$ cat src/rtl/p2s_pkg.sv
// Shared serial/parallel package: one-hot controller states and default word width.
// Used by s2p_receiver (optional error flags guarded by S2P_ERR_EN) and the transmit side.
package p2s_pkg;

    localparam int unsigned DefaultWidth = 8;

    // One-hot state codes shared with the transmit controller
    localparam logic [2:0] IDLE  = 3'b001;
    localparam logic [2:0] SHIFT = 3'b010;
    localparam logic [2:0] HOLD  = 3'b100;

    typedef enum logic [2:0] {
        StIdle  = IDLE,
        StShift = SHIFT,
        StHold  = HOLD
    } state_e;

endpackage

$ cat src/rtl/s2p_shreg.sv
// Serial-in shift register plus parallel output capture for s2p_receiver.
// Bits enter at the LSB, so the first bit of a word ends up in dout[W-1].
module s2p_shreg
    import p2s_pkg::*;
#(
    parameter int unsigned W = DefaultWidth
) (
    input  logic         ck,
    input  logic         reset,
    input  logic         shift_en,
    input  logic         load_en,
    input  logic         din,
    output logic [W-1:0] dout
);

    logic [W-1:0] shreg_q, shreg_d;
    logic [W-1:0] dout_q, dout_d;
    logic [W-1:0] word;

    // Completed word includes the bit being sampled on this edge
    assign word = {shreg_q[W-2:0], din};

    // Next-state for shift register and captured output word
    always_comb begin
        shreg_d = shreg_q;
        dout_d  = dout_q;
        if (shift_en) begin
            shreg_d = word;
        end
        if (load_en) begin
            dout_d = word;
        end
    end

    // Register update with asynchronous active-low reset
    always_ff @(posedge ck or negedge reset) begin
        if (!reset) begin
            shreg_q <= '0;
            dout_q  <= '0;
        end else begin
            shreg_q <= shreg_d;
            dout_q  <= dout_d;
        end
    end

    assign dout = dout_q;

endmodule

$ cat src/rtl/s2p_receiver.sv
// Serial-to-parallel receiver: MSB-first bit stream in, W-bit word out with OK/ack handshake.
// Define S2P_ERR_EN to build the framing-error pulse and sticky overrun flag;
// otherwise frm_err and ovr are tied low and the data path is unchanged.
module s2p_receiver
    import p2s_pkg::*;
#(
    parameter int unsigned W = DefaultWidth
) (
    input  logic         ck,
    input  logic         reset,
    input  logic         VI,
    input  logic         din,
    input  logic         ack,
    output logic [W-1:0] dout,
    output logic         OK,
    output logic         busy,
    output logic         frm_err,
    output logic         ovr
);

    localparam int unsigned     CntW    = $clog2(W);
    localparam logic [CntW-1:0] LastCnt = CntW'(W - 1);
    localparam logic [CntW-1:0] OneCnt  = CntW'(1);

    state_e          state_q, state_d;
    logic [CntW-1:0] cnt_q, cnt_d;
    logic            shift_en;
    logic            load_en;

    s2p_shreg #(
        .W (W)
    ) u_shreg (
        .ck       (ck),
        .reset    (reset),
        .shift_en (shift_en),
        .load_en  (load_en),
        .din      (din),
        .dout     (dout)
    );

    // Next-state, bit counter and shift-register controls
    always_comb begin
        state_d  = state_q;
        cnt_d    = cnt_q;
        shift_en = 1'b0;
        load_en  = 1'b0;
        unique case (state_q)
            StIdle: begin
                if (VI) begin
                    shift_en = 1'b1;
                    cnt_d    = OneCnt;
                    state_d  = StShift;
                end
            end
            StShift: begin
                if (!VI) begin
                    // Abort: partial word is dropped, dout untouched
                    cnt_d   = '0;
                    state_d = StIdle;
                end else if (cnt_q == LastCnt) begin
                    shift_en = 1'b1;
                    load_en  = 1'b1;
                    cnt_d    = '0;
                    state_d  = StHold;
                end else begin
                    shift_en = 1'b1;
                    cnt_d    = cnt_q + OneCnt;
                end
            end
            StHold: begin
                if (ack) begin
                    if (VI) begin
                        // Accept and start the next word on the same edge
                        shift_en = 1'b1;
                        cnt_d    = OneCnt;
                        state_d  = StShift;
                    end else begin
                        state_d = StIdle;
                    end
                end
                // ack=0 with VI=1: bit is dropped, word held
            end
            default: begin
                cnt_d   = '0;
                state_d = StIdle;
            end
        endcase
    end

    // State and counter registers
    always_ff @(posedge ck or negedge reset) begin
        if (!reset) begin
            state_q <= StIdle;
            cnt_q   <= '0;
        end else begin
            state_q <= state_d;
            cnt_q   <= cnt_d;
        end
    end

    assign OK   = (state_q == StHold);
    assign busy = (state_q == StShift);

`ifdef S2P_ERR_EN
    logic frm_err_q;
    logic ovr_q;

    // Framing-error pulse and sticky overrun flag
    always_ff @(posedge ck or negedge reset) begin
        if (!reset) begin
            frm_err_q <= 1'b0;
            ovr_q     <= 1'b0;
        end else begin
            frm_err_q <= (state_q == StShift) && !VI;
            ovr_q     <= ovr_q | ((state_q == StHold) && !ack && VI);
        end
    end

    assign frm_err = frm_err_q;
    assign ovr     = ovr_q;
`else
    assign frm_err = 1'b0;
    assign ovr     = 1'b0;
`endif

endmodule

$ cat config.mk
export PLATFORM = sky130hd
export DESIGN_NAME = s2p_receiver
export DESIGN_NICKNAME = d
export VERILOG_FILES = /design/src/rtl/p2s_pkg.sv /design/src/rtl/s2p_shreg.sv /design/src/rtl/s2p_receiver.sv
export SDC_FILE = /design/constraint.sdc
export NUM_CORES = 1
export LEC_CHECK = 0
export CORE_ASPECT_RATIO = 0.9
export CORE_MARGIN = 2
export CORE_UTILIZATION = 50
export DETAILED_ROUTE_END_ITERATION = 10
export PLACE_DENSITY = 0.76
export SLEW_MARGIN = 10
export SYNTH_ARGS = -nofsm -noshare
export SYNTH_HDL_FRONTEND = slang
export SYNTH_HIERARCHICAL = 1
export SYNTH_SLANG_ARGS = --single-unit
$ cat constraint.sdc
create_clock -name ck -period 2.2 [get_ports ck]
set_input_delay 0.44 -clock ck [delete_from_list [all_inputs] [get_ports ck]]
set_output_delay 0.44 -clock ck [all_outputs]
set_load 0.03 [all_outputs]
== Word-level counts from Yosys, hierarchy flattened ==
Index checks and enable logic that the tools add are counted.

* Equality and inequality tests: 7
* Reduce and logical (&&, ||, !) cells: 2
* Bitwise gates (word level): 0
* Order comparisons: 0
* $mul: 0
* Mux-type cells: 17
* Add/sub/neg operators: 1
* Shift-type cells: 0
* Div/mod/pow operators: 0

{| class="wikitable"
|+ Operator list
! cell !! number
|-
| 3-bit two-way mux || 8
|-
| 3-bit case mux with 3 select lines || 2
|-
| 3-bit == test, second input constant || 2
|-
| 1-bit two-way mux || 5
|-
| 2-bit != test, second input constant || 2
|-
| 3-bit by 1-bit adder with 3-bit output, second input constant || 1
|-
| 3-bit by 1-bit == test with 1-bit output, second input constant || 1
|-
| 3-bit by 2-bit == test with 1-bit output, second input constant || 1
|-
| 3-bit by 2-bit != test with 1-bit output, second input constant || 1
|-
| 3-bit AND reduction || 1
|-
| 2-bit two-way mux || 1
|-
| 1-bit case mux with 2 select lines || 1
|-
| 2-bit OR reduction || 1
|}

* Output and inout port bits: 12
* Memories kept: 0
* Bits in latches: 0
* Word-level logic and storage cells: 31
* ROM bits: 0
* Input port bits: 5
* Bits in registers: 21
* RAM bits: 0

== Depth between registers and ports, before layout ==
* Depth after elaboration: 4
* Depth in mapped cells: 6
* Gate-level depth less buffers: 4

== Hierarchy ==
Netlist, hierarchy kept.

{| class="wikitable"
|+ Modules (own cells, without submodules)
! module !! sequential area each (µm²) !! area each (µm²) !! cells an instance !! instances
|-
| s2p_shreg || 375.4 || 623.1 || 32 || 1
|-
| s2p_receiver || 151.4 || 409.1 || 39 || 1
|}

== Worst setup path before layout ==
Ideal clock, no wire load.

* Path kind: register -> register
* From: register state_q[2]
* To: register u_shreg.dout_q[0], in the netlist u_shreg/dout[0]
* Buffers on the path: 2
* Period minus slack after synthesis: 1.905 ns
* Stages on the path, launching flop included: 6
* Data required time: 2.075 ns
* Data arrival time: 1.780 ns
* Setup slack: 0.295 ns
* Library setup time: 0.125 ns
* Cell sequence: dfrtp_1 -> buf_2 -> nor3b_2 -> and3_1 -> buf_6 -> mux2_4

* Cells in the longest elaborated chain, start to end: 2

{| class="wikitable"
|+ Ends and longest elaborated chain
! what !! line !! source
|-
| start, declared || s2p_receiver.sv:25 || <nowiki>state_e state_q, state_d;</nowiki>
|-
| start signal, assigned || s2p_receiver.sv:93 || <nowiki>state_q <= StIdle;</nowiki>
|-
| start signal, assigned || s2p_receiver.sv:96 || <nowiki>state_q <= state_d;</nowiki>
|-
| 3-bit by 2-bit == test with 1-bit output || n/a ||
|-
| named net busy || s2p_receiver.sv:16 || <nowiki>output logic busy,</nowiki>
|-
| 1-bit two-way mux || s2p_receiver.sv:47 || <nowiki>unique case (state_q)</nowiki>
|-
| named net load_en || s2p_receiver.sv:28 || <nowiki>logic load_en;</nowiki>
|-
| end signal, assigned || s2p_shreg.sv:42 || <nowiki>dout_q <= dout_d;</nowiki>
|-
| end, declared || s2p_shreg.sv:17 || <nowiki>logic [W-1:0] dout_q, dout_d;</nowiki>
|}

The timed path passes the listed nets, and every way through them passes these cells.
A chain may end at the register's enable or synchronous reset.

== Worst setup path in the final report ==
* From: register state_q[1]
* To: output busy

* Cells in the longest elaborated chain, start to end: 1

{| class="wikitable"
|+ Ends and longest elaborated chain
! what !! line !! source
|-
| 3-bit by 2-bit == test with 1-bit output || s2p_receiver.sv:102 || <nowiki>assign busy = (state_q == StShift);</nowiki>
|-
| end, declared || s2p_receiver.sv:16 ||
|}

Every way passes these cells.

==> impl_metrics.py <==
metrics = {
    "critical_path": {
        "start_kind": "flop",
        "path_class": "flop to output pin",
        "crit_buf_inv": 1,
        "path_delay_family": "flip-flops",
        "crit_path_cell_trace": "nor3b_4 > dlygate4sd2_1",
        "cpPeakStageDelay_ns": 0.50,
        "arrival_ns": 1.57,
        "end_kind": "output pin",
        "cp.required_ns": 1.76,
        "crit_fanout": 8,
        "cpMaxStageDelayCell": "dfrtp_1",
    },
    "detailed_routing": {
        "drc_errors": 0,
        "firstDrtPassIters": 4,
        "routed_wl_um": 1643,
        "routed.top_layer": "met3",
        "drtIter0Drc": 5,
        "wl_met3_um": 79,
        "viasPerCell": 5.116,
        "vias": 573,
        "ant_nets": 0,
        "wl_per_cell_um": 14.67,
        "met1_length_um": 818,
        "wl_met2_um": 745,
    },
    "pwr": {
        "sequentialPowerShare_pct": 57.0,
        "total_power_mw": 0.9550,
        "pwr-share-comb_pct": 24.0,
        "power-per-cell-area_nw_per_um2": 778.8,
        "netSwitchingPower_mw": 0.2695,
        "p_int_mw": 0.6855,
        "ir_drop_mv": 0.5114,
        "pwr-share-clk_pct": 18.9,
        "sw_frac_of_total_pct": 28.22,
        "p_leak_nw": 0.5778,
    },
    "cts": {
        "clk_pin_slew_worst_paths_ns": 0.12,
        "postCtsSetupBuffers": 0,
        "htree_levels": 1,
        "clk_latency_ns": 0.30,
        "cts_tree": "built",
        "cts_root_buf": "clkbuf_4",
        "cts_buffers": 3,
        "cts.path.max_buffers": 2,
        "clock_sinks": 21,
    },
    "timing": {
        "setup_viol": 0,
        "slew_violations": 0,
        "fmax_mhz": 497.6,
        "rsz0062_at_grt": "false",
        "fin_setup_tns_ns": 0,
        "finalHoldViolCount": 0,
        "period_needed_ns": 2.010,
        "skew_ns": 0.009848,
        "setup_ws_ns": 0.1902,
        "post-route-period-util_pct": 91.36,
    },
    "floorplan": {
        "start_util_pct": 53.40,
        "die_w_um": 51.90,
        "core-area_um2": 1933,
        "dieArea_um2": 2445,
        "io_pins": 17,
        "die_h_um": 47.11,
        "num_rows": 15,
    },
    "flow_run": {
        "cap_violations": 0,
    },
    "cells_and_area": {
        "finish.utilization_pct": 63.43,
        "finalNetCount": 95,
        "syn2layout_area_growth_pct": 18.79,
        "layout_common_cells": "dfrtp_1 (20), mux2_4 (15), clkdlybuf4s50_1 (12)",
        "layout_commonest_cell": "dfrtp_1",
        "diodes": 0,
        "drive_gt1_share_pct": 32.18,
    },
    "logic_synthesis": {
        "synthDistinctLibCells": 26,
        "synth_cells": 71,
        "ys_seq_area_share_pct": 51.03,
        "ys_ff_latch": 21,
        "avgSynthCellArea_um2": 14.54,
        "syn-cell-area_um2": 1032,
        "synth_warnings": 6,
    },
    "global_routing": {
        "overflow": 0,
        "antenna_found_initial": 0,
        "grt_pass1_wl_um": 2787,
        "grt_usage_pct": 16.47,
        "grt_max_degree": 22,
        "grt_pass1_vias": 562,
    },
    "hold_path": {
        "hold_class": "primary input to asynchronous set/reset pin",
    },
    "place": {
        "numPortBuffers": 14,
        "place_ws_ns": 0.1492,
        "dp_hpwl_um": 1178,
        "place_congestion": 0.7096,
    },
    "outcome": {
        "status": "complete, no violations",
    },
}
-- repair_timing --
| action | CTS | global route |
|---|---|---|
| setup endpoints to repair | 2 | 0 |
| hold buffers | 0 | 0 |
| gates resized for setup | 3 | 0 |
-- worst reg2reg max path: cells and delay by family, from the launching register on --
kind	cells	cell delay [ns]
AO/OA/AOI/OAI	1	0.22
buffers and inverters	2	0.31
flip-flops	1	0.43
multiplexers	1	0.30
AND/OR/NAND/NOR	2	0.37
-- per-layer routing --
layer  GRT usage (%)  vias to the layer above
met3           6.688                        0
li1                -                      280
met4           3.158                        0
met1           22.63                      282
met2           25.06                       11
met5               0                        -
-- state kept, by name, summed over array words and instances (netlist names) --
name             count
u_shreg/dout         8
u_shreg/shreg_q      7
cnt_q                3
state_q              3
-- cells in the mapped netlist, drive strengths merged --
cell     count  area, µm²
a2111o       1      11.26
a2bb2oi      2      17.52
a32o         2      20.02
and3         1      6.260
buf          7      58.80
clkbuf       1      3.750
conb         1      3.750
dfrtp       20      500.5
dfstp        1      26.28
ha           2      25.02
mux2        15      225.2
nand2        1      3.750
nand2b       2      12.51
nor2         4      15.01
nor3b        2      20.02
nor4b        1      8.760
o21ai        1      5.000
o31a         2      17.52
o31ai        1      12.51
or2b         1      7.510
or4b         1      13.76
xnor2        1      8.760
xor2         1      8.760
-- logic make-up after synthesis --
group                    after synthesis  synth area share (%)
buffers and inverters                  8                 6.060
AO/OA/AOI/OAI                          9                 8.121
flip-flops                            21                 51.03
other                                  1                0.3633
adder cells (fa/ha/maj)                2                 2.424
AND/OR/NAND/NOR                       13                 8.484
multiplexers                          15                 21.82
XOR/XNOR                               2                 1.697
-- metrics by stage --
stage / std cells / cell area, µm² / hold slack (ns)
after floorplan: 72 / 1036 / 0.1444
after CTS: 112 / 1226 / 0.4720
after global routing: 112 / 1226 / 0.4804
after global placement: 108 / 1195 / 0.4808
after detailed placement: 108 / 1195 / 0.4895
final: 112 / 1226 / 0.4607
-- cell type report --
class                      instances  area (µm²)
clock buffer                       3       22.52
multi-input combinational         43       452.9
timing repair buffer              19       187.7
fill                             155       706.9
clock inverter                     1       5.005
sequential                        21       526.8
tap                               25       31.28
-- power by group through the flow --
stage | Clock [mW] | Sequential [mW] | Combinational (mW)
2_1_floorplan | 0 | 0.512 | 0.206
3_3_place_gp | 0 | 0.541 | 0.224
3_5_place_dp | 0 | 0.552 | 0.228
4_1_cts | 0.188 | 0.544 | 0.232
5_1_grt | 0.210 | 0.555 | 0.249
6_report | 0.181 | 0.545 | 0.229
-- path summary, 6_finish.rpt --
path	from	end	slack (ns)	depth (start not counted)
max in group asynchronous	reset	state_q[0]	1.48	2
min in group ck	cnt_q[2]	cnt_q[2]	0.51	1
worst max register to register	state_q[2]	u_shreg/shreg_q[2]	0.46	6
worst min register to register	cnt_q[2]	cnt_q[2]	0.51	1
worst min-delay path	reset	u_shreg/dout[7]	0.46	2
worst max-delay path	state_q[1]	busy	0.19	2
(Power assumes the default switching activity.)
